[config.mk]
export PLATFORM = sky130hd
export DESIGN_NAME = frame_err_injector
export DESIGN_NICKNAME = d
export VERILOG_FILES = /design/src/rtl/frame_err_injector.sv
export SDC_FILE = /design/constraint.sdc
export NUM_CORES = 1
export LEC_CHECK = 0
export ABC_AREA = 1
export BUFFER_PORTS_ARGS = -buffer_cell sky130_fd_sc_hd__buf_4
export CAP_MARGIN = 20
export CORE_MARGIN = 2
export CORE_UTILIZATION = 47
export DETAILED_ROUTE_END_ITERATION = 10
export GPL_ROUTABILITY_DRIVEN = 1
export GPL_TIMING_DRIVEN = 0
export PLACE_DENSITY = 0.89
export SYNTH_ARGS = -nofsm -noshare
export SYNTH_HDL_FRONTEND = slang
export SYNTH_SLANG_ARGS = --single-unit
[constraint.sdc]
create_clock -name i_clk -period 2.1 [get_ports i_clk]
set_clock_uncertainty 0.2 [all_clocks]
set_input_delay 0.105 -clock i_clk [delete_from_list [all_inputs] [get_ports i_clk]]
set_output_delay 0.105 -clock i_clk [all_outputs]
set_load 0.01 [all_outputs]
[src/rtl/frame_err_injector.sv]
// Line-side error injector. It corrupts payload beats by XOR with a programmable
// mask and has four modes: off, random, LFSR-triggered burst, and a one-shot hit
// at a programmed row/column. Each output beat is registered one cycle after its
// input beat. The module also counts the errors it has injected.

module frame_err_injector #(
  parameter int unsigned        DATA_W    = 8,
  parameter int unsigned        LFSR_W    = 16,
  parameter logic [LFSR_W-1:0]  LFSR_POLY = 16'hB400,
  parameter int unsigned        PROT_COLS = 7,
  parameter int unsigned        CNT_W     = 16
) (
  input  logic              i_clk,
  input  logic              i_rst_n,
  input  logic [1:0]        i_row_cnt,
  input  logic [10:0]       i_col_cnt,
  input  logic [DATA_W-1:0] i_frame_data,
  input  logic              i_frame_data_valid,
  input  logic              i_frame_data_fas,
  output logic [DATA_W-1:0] o_frame_data,
  output logic              o_frame_data_valid,
  output logic              o_frame_data_fas,
  output logic              o_err_inj,
  input  logic [1:0]        i_mode,
  input  logic [DATA_W-1:0] i_err_mask,
  input  logic [LFSR_W-1:0] i_thresh,
  input  logic [7:0]        i_burst_len,
  input  logic [LFSR_W-1:0] i_seed,
  input  logic              i_seed_load,
  input  logic [1:0]        i_shot_row,
  input  logic [10:0]       i_shot_col,
  input  logic              i_shot_arm,
  output logic              o_shot_busy,
  input  logic              i_cnt_clr,
  output logic [CNT_W-1:0]  o_err_cnt
);

  localparam logic [1:0] MODE_OFF   = 2'b00;
  localparam logic [1:0] MODE_RAND  = 2'b01;
  localparam logic [1:0] MODE_BURST = 2'b10;
  localparam logic [1:0] MODE_SHOT  = 2'b11;

  localparam logic [1:0] ST_IDLE  = 2'd0;
  localparam logic [1:0] ST_BURST = 2'd1;
  localparam logic [1:0] ST_ARMED = 2'd2;

  localparam logic [10:0]       PROT_LIM = 11'(PROT_COLS);
  localparam logic [LFSR_W-1:0] LFSR_ONE = {{(LFSR_W-1){1'b0}}, 1'b1};
  localparam logic [CNT_W-1:0]  CNT_ONE  = {{(CNT_W-1){1'b0}}, 1'b1};
  localparam logic [CNT_W-1:0]  CNT_MAX  = {CNT_W{1'b1}};

  logic [1:0]        r_state;
  logic [1:0]        r_mode;
  logic [7:0]        r_rem;
  logic [LFSR_W-1:0] r_lfsr;
  logic [CNT_W-1:0]  r_cnt;
  logic [DATA_W-1:0] r_data;
  logic              r_valid;
  logic              r_fas;
  logic              r_inj;

  logic              w_prot;
  logic              w_live;
  logic              w_trig;
  logic              w_shot_match;
  logic [1:0]        w_state_eff;
  logic [1:0]        w_state_d;
  logic [7:0]        w_rem_d;
  logic [7:0]        w_burst_m1;
  logic              w_hit;
  logic [LFSR_W-1:0] w_lfsr_step;

  // Row-0 overhead columns (FAS/ARQ) are never touched, even inside a burst.
  assign w_prot = i_frame_data_valid && (i_row_cnt == 2'd0) && (i_col_cnt < PROT_LIM);
  assign w_live = i_frame_data_valid && !w_prot;

  // Trigger uses the LFSR value before this beat's step; thresh 0 never fires.
  assign w_trig = w_live && (r_lfsr < i_thresh);

  assign w_shot_match = w_live && (i_row_cnt == i_shot_row) && (i_col_cnt == i_shot_col);

  // A mode change drops any burst/armed state so the current beat is judged
  // by the new mode starting from idle. Mode off also pins the FSM to idle.
  assign w_state_eff = ((i_mode != r_mode) || (i_mode == MODE_OFF)) ? ST_IDLE : r_state;

  assign w_burst_m1 = (i_burst_len == 8'd0) ? 8'd0 : (i_burst_len - 8'd1);

  // Galois right-shift step.
  assign w_lfsr_step = r_lfsr[0] ? ((r_lfsr >> 1) ^ LFSR_POLY) : (r_lfsr >> 1);

  // Hit decision and FSM next state for the current beat.
  always_comb begin
    w_hit     = 1'b0;
    w_state_d = w_state_eff;
    w_rem_d   = r_rem;
    case (i_mode)
      MODE_RAND: begin
        w_hit     = w_trig;
        w_state_d = ST_IDLE;
      end
      MODE_BURST: begin
        if (w_state_eff == ST_BURST) begin
          // Inside a burst every live beat hits; triggers are ignored.
          if (w_live) begin
            w_hit   = 1'b1;
            w_rem_d = r_rem - 8'd1;
            if (r_rem <= 8'd1) begin
              w_state_d = ST_IDLE;
            end
          end
        end else if (w_trig) begin
          w_hit   = 1'b1;
          w_rem_d = w_burst_m1;
          // A one-beat burst is complete on the trigger beat itself.
          w_state_d = (w_burst_m1 != 8'd0) ? ST_BURST : ST_IDLE;
        end else begin
          w_state_d = ST_IDLE;
        end
      end
      MODE_SHOT: begin
        if (w_state_eff == ST_ARMED) begin
          // A protected target never matches, so the shot stays armed.
          if (w_shot_match) begin
            w_hit     = 1'b1;
            w_state_d = ST_IDLE;
          end
        end else if (i_shot_arm) begin
          w_state_d = ST_ARMED;
        end else begin
          w_state_d = ST_IDLE;
        end
      end
      default: begin
        w_state_d = ST_IDLE;
      end
    endcase
  end

  // FSM state, remaining burst beats and last-seen mode.
  always_ff @(posedge i_clk or negedge i_rst_n) begin
    if (!i_rst_n) begin
      r_state <= ST_IDLE;
      r_rem   <= 8'd0;
      r_mode  <= MODE_OFF;
    end else begin
      r_state <= w_state_d;
      r_rem   <= w_rem_d;
      r_mode  <= i_mode;
    end
  end

  // LFSR: seed load beats stepping; it steps once per valid beat when enabled.
  always_ff @(posedge i_clk or negedge i_rst_n) begin
    if (!i_rst_n) begin
      r_lfsr <= LFSR_ONE;
    end else if (i_seed_load) begin
      // An all-zero state would lock up the LFSR.
      r_lfsr <= (i_seed == '0) ? LFSR_ONE : i_seed;
    end else if ((i_mode != MODE_OFF) && i_frame_data_valid) begin
      r_lfsr <= w_lfsr_step;
    end
  end

  // Saturating injected-error counter; a clear beats a simultaneous hit.
  always_ff @(posedge i_clk or negedge i_rst_n) begin
    if (!i_rst_n) begin
      r_cnt <= '0;
    end else if (i_cnt_clr) begin
      r_cnt <= '0;
    end else if (w_hit && (r_cnt != CNT_MAX)) begin
      r_cnt <= r_cnt + CNT_ONE;
    end
  end

  // Output beat register: the beat is delayed one cycle and XORed when it hits.
  always_ff @(posedge i_clk or negedge i_rst_n) begin
    if (!i_rst_n) begin
      r_data  <= '0;
      r_valid <= 1'b0;
      r_fas   <= 1'b0;
      r_inj   <= 1'b0;
    end else begin
      r_data  <= i_frame_data ^ (w_hit ? i_err_mask : '0);
      r_valid <= i_frame_data_valid;
      r_fas   <= i_frame_data_fas;
      r_inj   <= w_hit;
    end
  end

  assign o_frame_data       = r_data;
  assign o_frame_data_valid = r_valid;
  assign o_frame_data_fas   = r_fas;
  assign o_err_inj          = r_inj;
  assign o_shot_busy        = (r_state == ST_ARMED);
  assign o_err_cnt          = r_cnt;

endmodule

# [After elaboration in Yosys (flattened, before gate mapping)]
# Index checks and enable logic that the tools add are counted.
[classes] n_addsub=3 mul=0 div=0 n_lt_le_gt_ge=3 eq_ne=11 n_shift=0 muxes=27 bitwise_logic=2 n_reduce_logical=20
[ops] op="$mux 16" count=6
[ops] op="$mux 8" count=5
[ops] op="$add 16x1->16 const B" count=1
[ops] op="$logic_not 16->1" count=1
[ops] op="$lt 16x16->1" count=1
[ops] op="$ne 16x16->1 const B" count=1
[ops] op="$sub 8x1->8 const B" count=2
[ops] op="$mux 2" count=7
[ops] op="$eq 11x11->1" count=1
[ops] op="$lt 11x3->1 const B" count=1
[ops] op="$eq 2x2->1 const B" count=4
[ops] op="$le 8x1->1 const B" count=1
[ops] op="$logic_and 1x1->1" count=8
[ops] op="$logic_not 8->1" count=1
[ops] op="$reduce_bool 2->1" count=4
[ops] op="$reduce_bool 8->1" count=1
[ops] op="$xor 8x8->8" count=1
[ops] op="$mux 1" count=7
[ops] op="$eq 2x1->1 const B" count=2
[ops] op="$logic_not 2->1" count=2
[ops] op="$not 3->4" count=1
[ops] op="$pmux 2 s2" count=1
[ops] op="$pmux 1 s3" count=1
[ops] op="$reduce_and 3->1" count=1
[ops] op="other kinds (5)" count=5
[totals] reg_bits=55 latchBits=0 ram_bits=0 romBits=0 inputBits=91 mem_count=0

# [Logic depth before layout (Yosys ltp)]
[logic_depth] ltp_word=13 mapped_depth=17

# [Worst setup path after synthesis]
# Ideal clock, no wire load.
[synth_path] path_kind="reg-to-reg" start="reg r_cnt[0], in the netlist o_err_cnt[0]" end="reg r_cnt[14], in the netlist o_err_cnt[14]" t_arrival_ns=1.759 required_time_ns=1.782 path_slack_ns=0.023 stages_incl_launch_ff=12 cell_sequence="dfrtp_1 ha_1 nand3_2 nor2_4 nand3_1 nor3_2 nand3_1 nor2_2 nand3_4 buf_2 nand4_1 nand2_1"
[synth_between] elab_chain_cells=3 elab_cells_between_ends=6 classes_between="add/sub (1); eq/ne (1); mux (2); reduce/logical (2)"
[synth_rtl] item="start, declared" line_no="56" text="logic [CNT_W-1:0] r_cnt;"
[synth_rtl] item="start signal, assigned" line_no="171" text="r_cnt <= r_cnt + CNT_ONE;"
[synth_rtl] item="$add 16x1->16 / $ne 16x16->1 (equally long branches)" line_no="171, 170"
[synth_rtl] item="$mux 16 / $logic_and 1x1->1 (equally long branches)" line_no="170" text="end else if (w_hit && (r_cnt != CNT_MAX)) begin"
[synth_rtl] item="$mux 16 / $reduce_bool 2->1 (equally long branches)"
# Several ways; a longest one is shown, not always the timed one. The select of a mux whose other input is x is not followed.
# A chain may end at the register's enable or synchronous reset.

# [Worst setup path in the final report]
[layout_path] start="reg r_lfsr[5]" end="reg r_cnt[5], in the netlist o_err_cnt[5]"
[layout_between] elab_chain_cells=7
[layout_rtl] item="start, declared" line_no="55" text="logic [LFSR_W-1:0] r_lfsr;"
[layout_rtl] item="start signal, assigned" line_no="158" text="r_lfsr <= (i_seed == '0) ? LFSR_ONE : i_seed;"
[layout_rtl] item="start signal, assigned" line_no="160" text="r_lfsr <= w_lfsr_step;"
[layout_rtl] item="$lt 16x16->1 (*)" line_no="78" text="assign w_trig = w_live && (r_lfsr < i_thresh);"
[layout_rtl] item="$logic_and 1x1->1 (*)" line_no="78"
[layout_rtl] item="$mux 1" line_no="111" text="end else if (w_trig) begin"
[layout_rtl] item="$mux 1" line_no="102" text="if (w_state_eff == ST_BURST) begin"
[layout_rtl] item="$pmux 1 s3 (*)" line_no="96" text="case (i_mode)"
[layout_rtl] item="$logic_and 1x1->1 (*)" line_no="170"
[layout_rtl] item="$reduce_bool 2->1 (no source line) (*)"
# Every way passes the cells marked *; elsewhere a longest branch is shown, timed or not.

==> run summary <==
Hold Path End - r_rem[0]
Sequential cell area fraction in the yosys report - 36.06%
Total number of vias - 4,532
Post-synth EDFFs - 0
Asr flop ratio synth - 100.0%
Syn nets - 637
CTS max path bufs - 2
Initial antenna violation count - 0
Unique masters post-synth - 42
Hold Startpoint - i_burst_len[0]
Critical Path End Type - flop
Ys flop type - dfrtp_1
Ports - 119
Post-DP HPWL - 7899 um
Status - finished with violations
Fin worst setup slack - -274.0 ps
Layout Utilization - 74.87%
Initial core utilization - 48.93%
WL per Instance - 16.32 um
Clk slew on worst S/H paths - 120 ps
Peak supply drop - 0.0003669 V
# DRC - 0
Die ar. - 0.008864 mm^2
Cells after synthesis - 527
Iteration-0 DRC Markers - 284
Static leakage - 3.037 nW
Hold Fails Final Rpt - 0
First-pass GRT wire length - 19,410 um
Total gr overflow - 0
Synthesized area per cell - 7.248 um^2
Max-slew headroom - 53.28%
Number of global-route vias before repair - 4,383
Max_cap viols - 0
R2R Path End - o_err_cnt[5]
Fin cells - 819
Worst r2r path cells - 12
Vias per Instance - 5.534
Largest net degree at the start of global routing - 56
PwrDens - 504.0 mW/mm^2
RSZ-0062 raised after global routing - yes
Least-Margin Pin Slew - 700.8 ps
ANT nets after route - 0
HP Class - in -> reg
Failing checks - setup timing
Die width - 94.15 um
Max FO, Critical Path - 5
Total GRT Usage - 27.67%
Critical R2R Launch - r_lfsr[5]
WP data required - 2160 ps
Placed cell area - 0.004833 mm^2
WS Path Type - reg -> reg
Startpoint Class - flop
Core area - 0.007807 mm^2
Fin nets - 826
Area Overhead vs Synth - 53.03%
CTS Root Cell - clkbuf_8
H-tree Lvls - 2
Fin. max-slew vios - 0
Clock sink count - 55
Max frequency - 421.2 MHz
Yosys warning count - 0
Mapped cell area - 0.003820 mm^2
GPL Wtd Cong - 0.8957
PortBufs - 118
Final worst-path cycle share - 113.0%
Final Setup Violations - 31
Die H - 94.15 um
Min Clock Period, post-route - 2374 ps
First-pass DRT Iterations - 5
Final WL - 13,370 um
Worst R2R Setup Slack - -270 ps
Smallest hold slack - 27.29 ps
TritonCTS buffer count - 5
Layout cells sized above 1 - 31.24%
Yosys reg bits - 55
Placed cell count - 747
Crit path DAT - 2430 ps
Num rows - 32
Worst-skew pair later-pin latency - 330 ps
Hold Crit Depth - 6
Diode count - 0
CTS tree - done
Final instance area - 0.005846 mm^2
[cell type report]
class,count,area [um^2]
Buffer,13,93.84
Clock buffer,5,68.82
Clock inverter,3,25.02
Fill cell,501,1962
Inverter,81,316.6
Multi-Input combinational cell,378,2330
Sequential cell,55,1378
Tap cell,102,127.6
Timing Repair Buffer,181,1495
Timing Repair inverter,1,11.26
[kinds of logic (layout without fill, tap and decap cells)]
logic type,Yosys count,after routing,share of synthesized area [%]
AOI/OAI and AO/OA,72,72,10.71
xor gates and xnor gates,22,22,5.044
adders and majority gates,19,19,6.223
buffers and inverters,95,284,9.728
DFF,55,55,36.06
and+or+nand+nor,264,265,32.23
[power by group]
part	switching, mW	leakage (nW)	internal, mW
clock network	0.401	0.0452	0.245
logic	0.533	2.31	0.503
registers	0.0953	0.684	1.17
[cells in the mapped netlist, types with 2 or more instances]
master      n  share of area, %
inv_1      76               7.5
nand4_1    25               4.1
buf_2       6              0.79
nand2_1   117                11
nand3_4     2              0.92
a21oi_1    16               2.1
o21ai_1     5              0.65
o31ai_1     2              0.39
xnor2_1     4              0.92
ha_1       19               6.2
dfrtp_1    54                35
nor2_2      2              0.33
nand3b_1    8               1.6
nor3_1      7              0.92
o211ai_1    2              0.39
o22ai_1    10               1.6
inv_2       5              0.49
nor3_2      2              0.52
xor2_1     18               4.1
nand3_1    37               4.8
clkbuf_1    5              0.49
o21ai_0    26               3.4
a31oi_1     5              0.82
buf_1       2              0.20
nor4_1      3              0.49
nor2_1     53               5.2
[critical path, cell delays in order (launching register included)]
cell	delay [ps]
dfrtp_1	440
ha_4	240
a21oi_2	130
nor2_2	50
nor3_2	190
nand2_2	110
nand2_2	100
nand4_1	200
buf_4	210
nand3_4	80
buf_6	150
nand4_1	100
nand2_1	100
[state kept, by name, summed over array words and instances, names as in the netlist]
name,cells
o_err_cnt,16
o_err_inj,1
o_frame_data,8
o_frame_data_fas,1
o_frame_data_valid,1
r_lfsr,16
r_mode,2
r_rem,8
r_state,2
[worst max-delay path by stage]
stage	from	endpoint	slack, ps	cells after the start
2_1_floorplan	o_err_cnt[0]	o_err_cnt[14]	20	11
3_3_place_gp	r_lfsr[5]	o_err_cnt[14]	-180	13
3_5_place_dp	r_lfsr[5]	o_frame_data[3]	-250	14
4_1_cts	r_lfsr[9]	o_err_cnt[15]	-130	14
5_1_grt	r_lfsr[7]	o_err_cnt[7]	-350	14
6_report	r_lfsr[5]	o_err_cnt[5]	-270	12
[stage by stage]
stage | total power [mW] | setup WS [ps] | TNS [ps]
6_report | 2.946 | -274.0 | -5811
5_1_grt | 3.093 | -348.7 | -8719
4_1_cts | 2.778 | -133.2 | -2672
3_5_place_dp | 2.021 | -248.5 | -6196
3_3_place_gp | 1.983 | -184.4 | -4285
2_1_floorplan | 1.696 | 22.63 | 0
[metal layers]
layer	vias to the layer above	global-route usage (%)	share of wire [%]
met5	-	0	0
met4	0	13.04	4.5
met3	68	5.377	6.4
met2	233	50.06	53
met1	2116	31.05	36
li1	2115	-	-
[cells in the final DEF (no fill, tap or decap), types with 3 or more instances in the layout]
cell type      instances
nand3b_1               8
dlygate4sd3_1         40
buf_4                136
o21ai_2                3
nor3_1                 5
a31oi_1                5
nand3_2               13
nor2_1                50
nand4_1               25
ha_4                   5
clkbuf_1               4
o22ai_1               10
a21oi_2                4
a21oi_1               12
buf_6                  7
xor2_1                18
inv_1                 76
nand2_1              103
nor2_2                 5
nand3_1               25
nor3_2                 4
o21ai_0               26
ha_1                  12
xnor2_1                4
nand2_4                3
nand3_4                3
nor4_1                 3
inv_2                  4
clkbuf_8               5
dfrtp_1               54
nand2_2               12
[timing repair]
action	in CTS	in global routing
setup buffers	16	4
hold buffers	39	1
endpoints found under the hold margin	85	1
cloned	3	2
setup endpoints to repair	32	45
resized for setup	18	58
pin swaps	4	25
(Power assumes the default switching activity.)
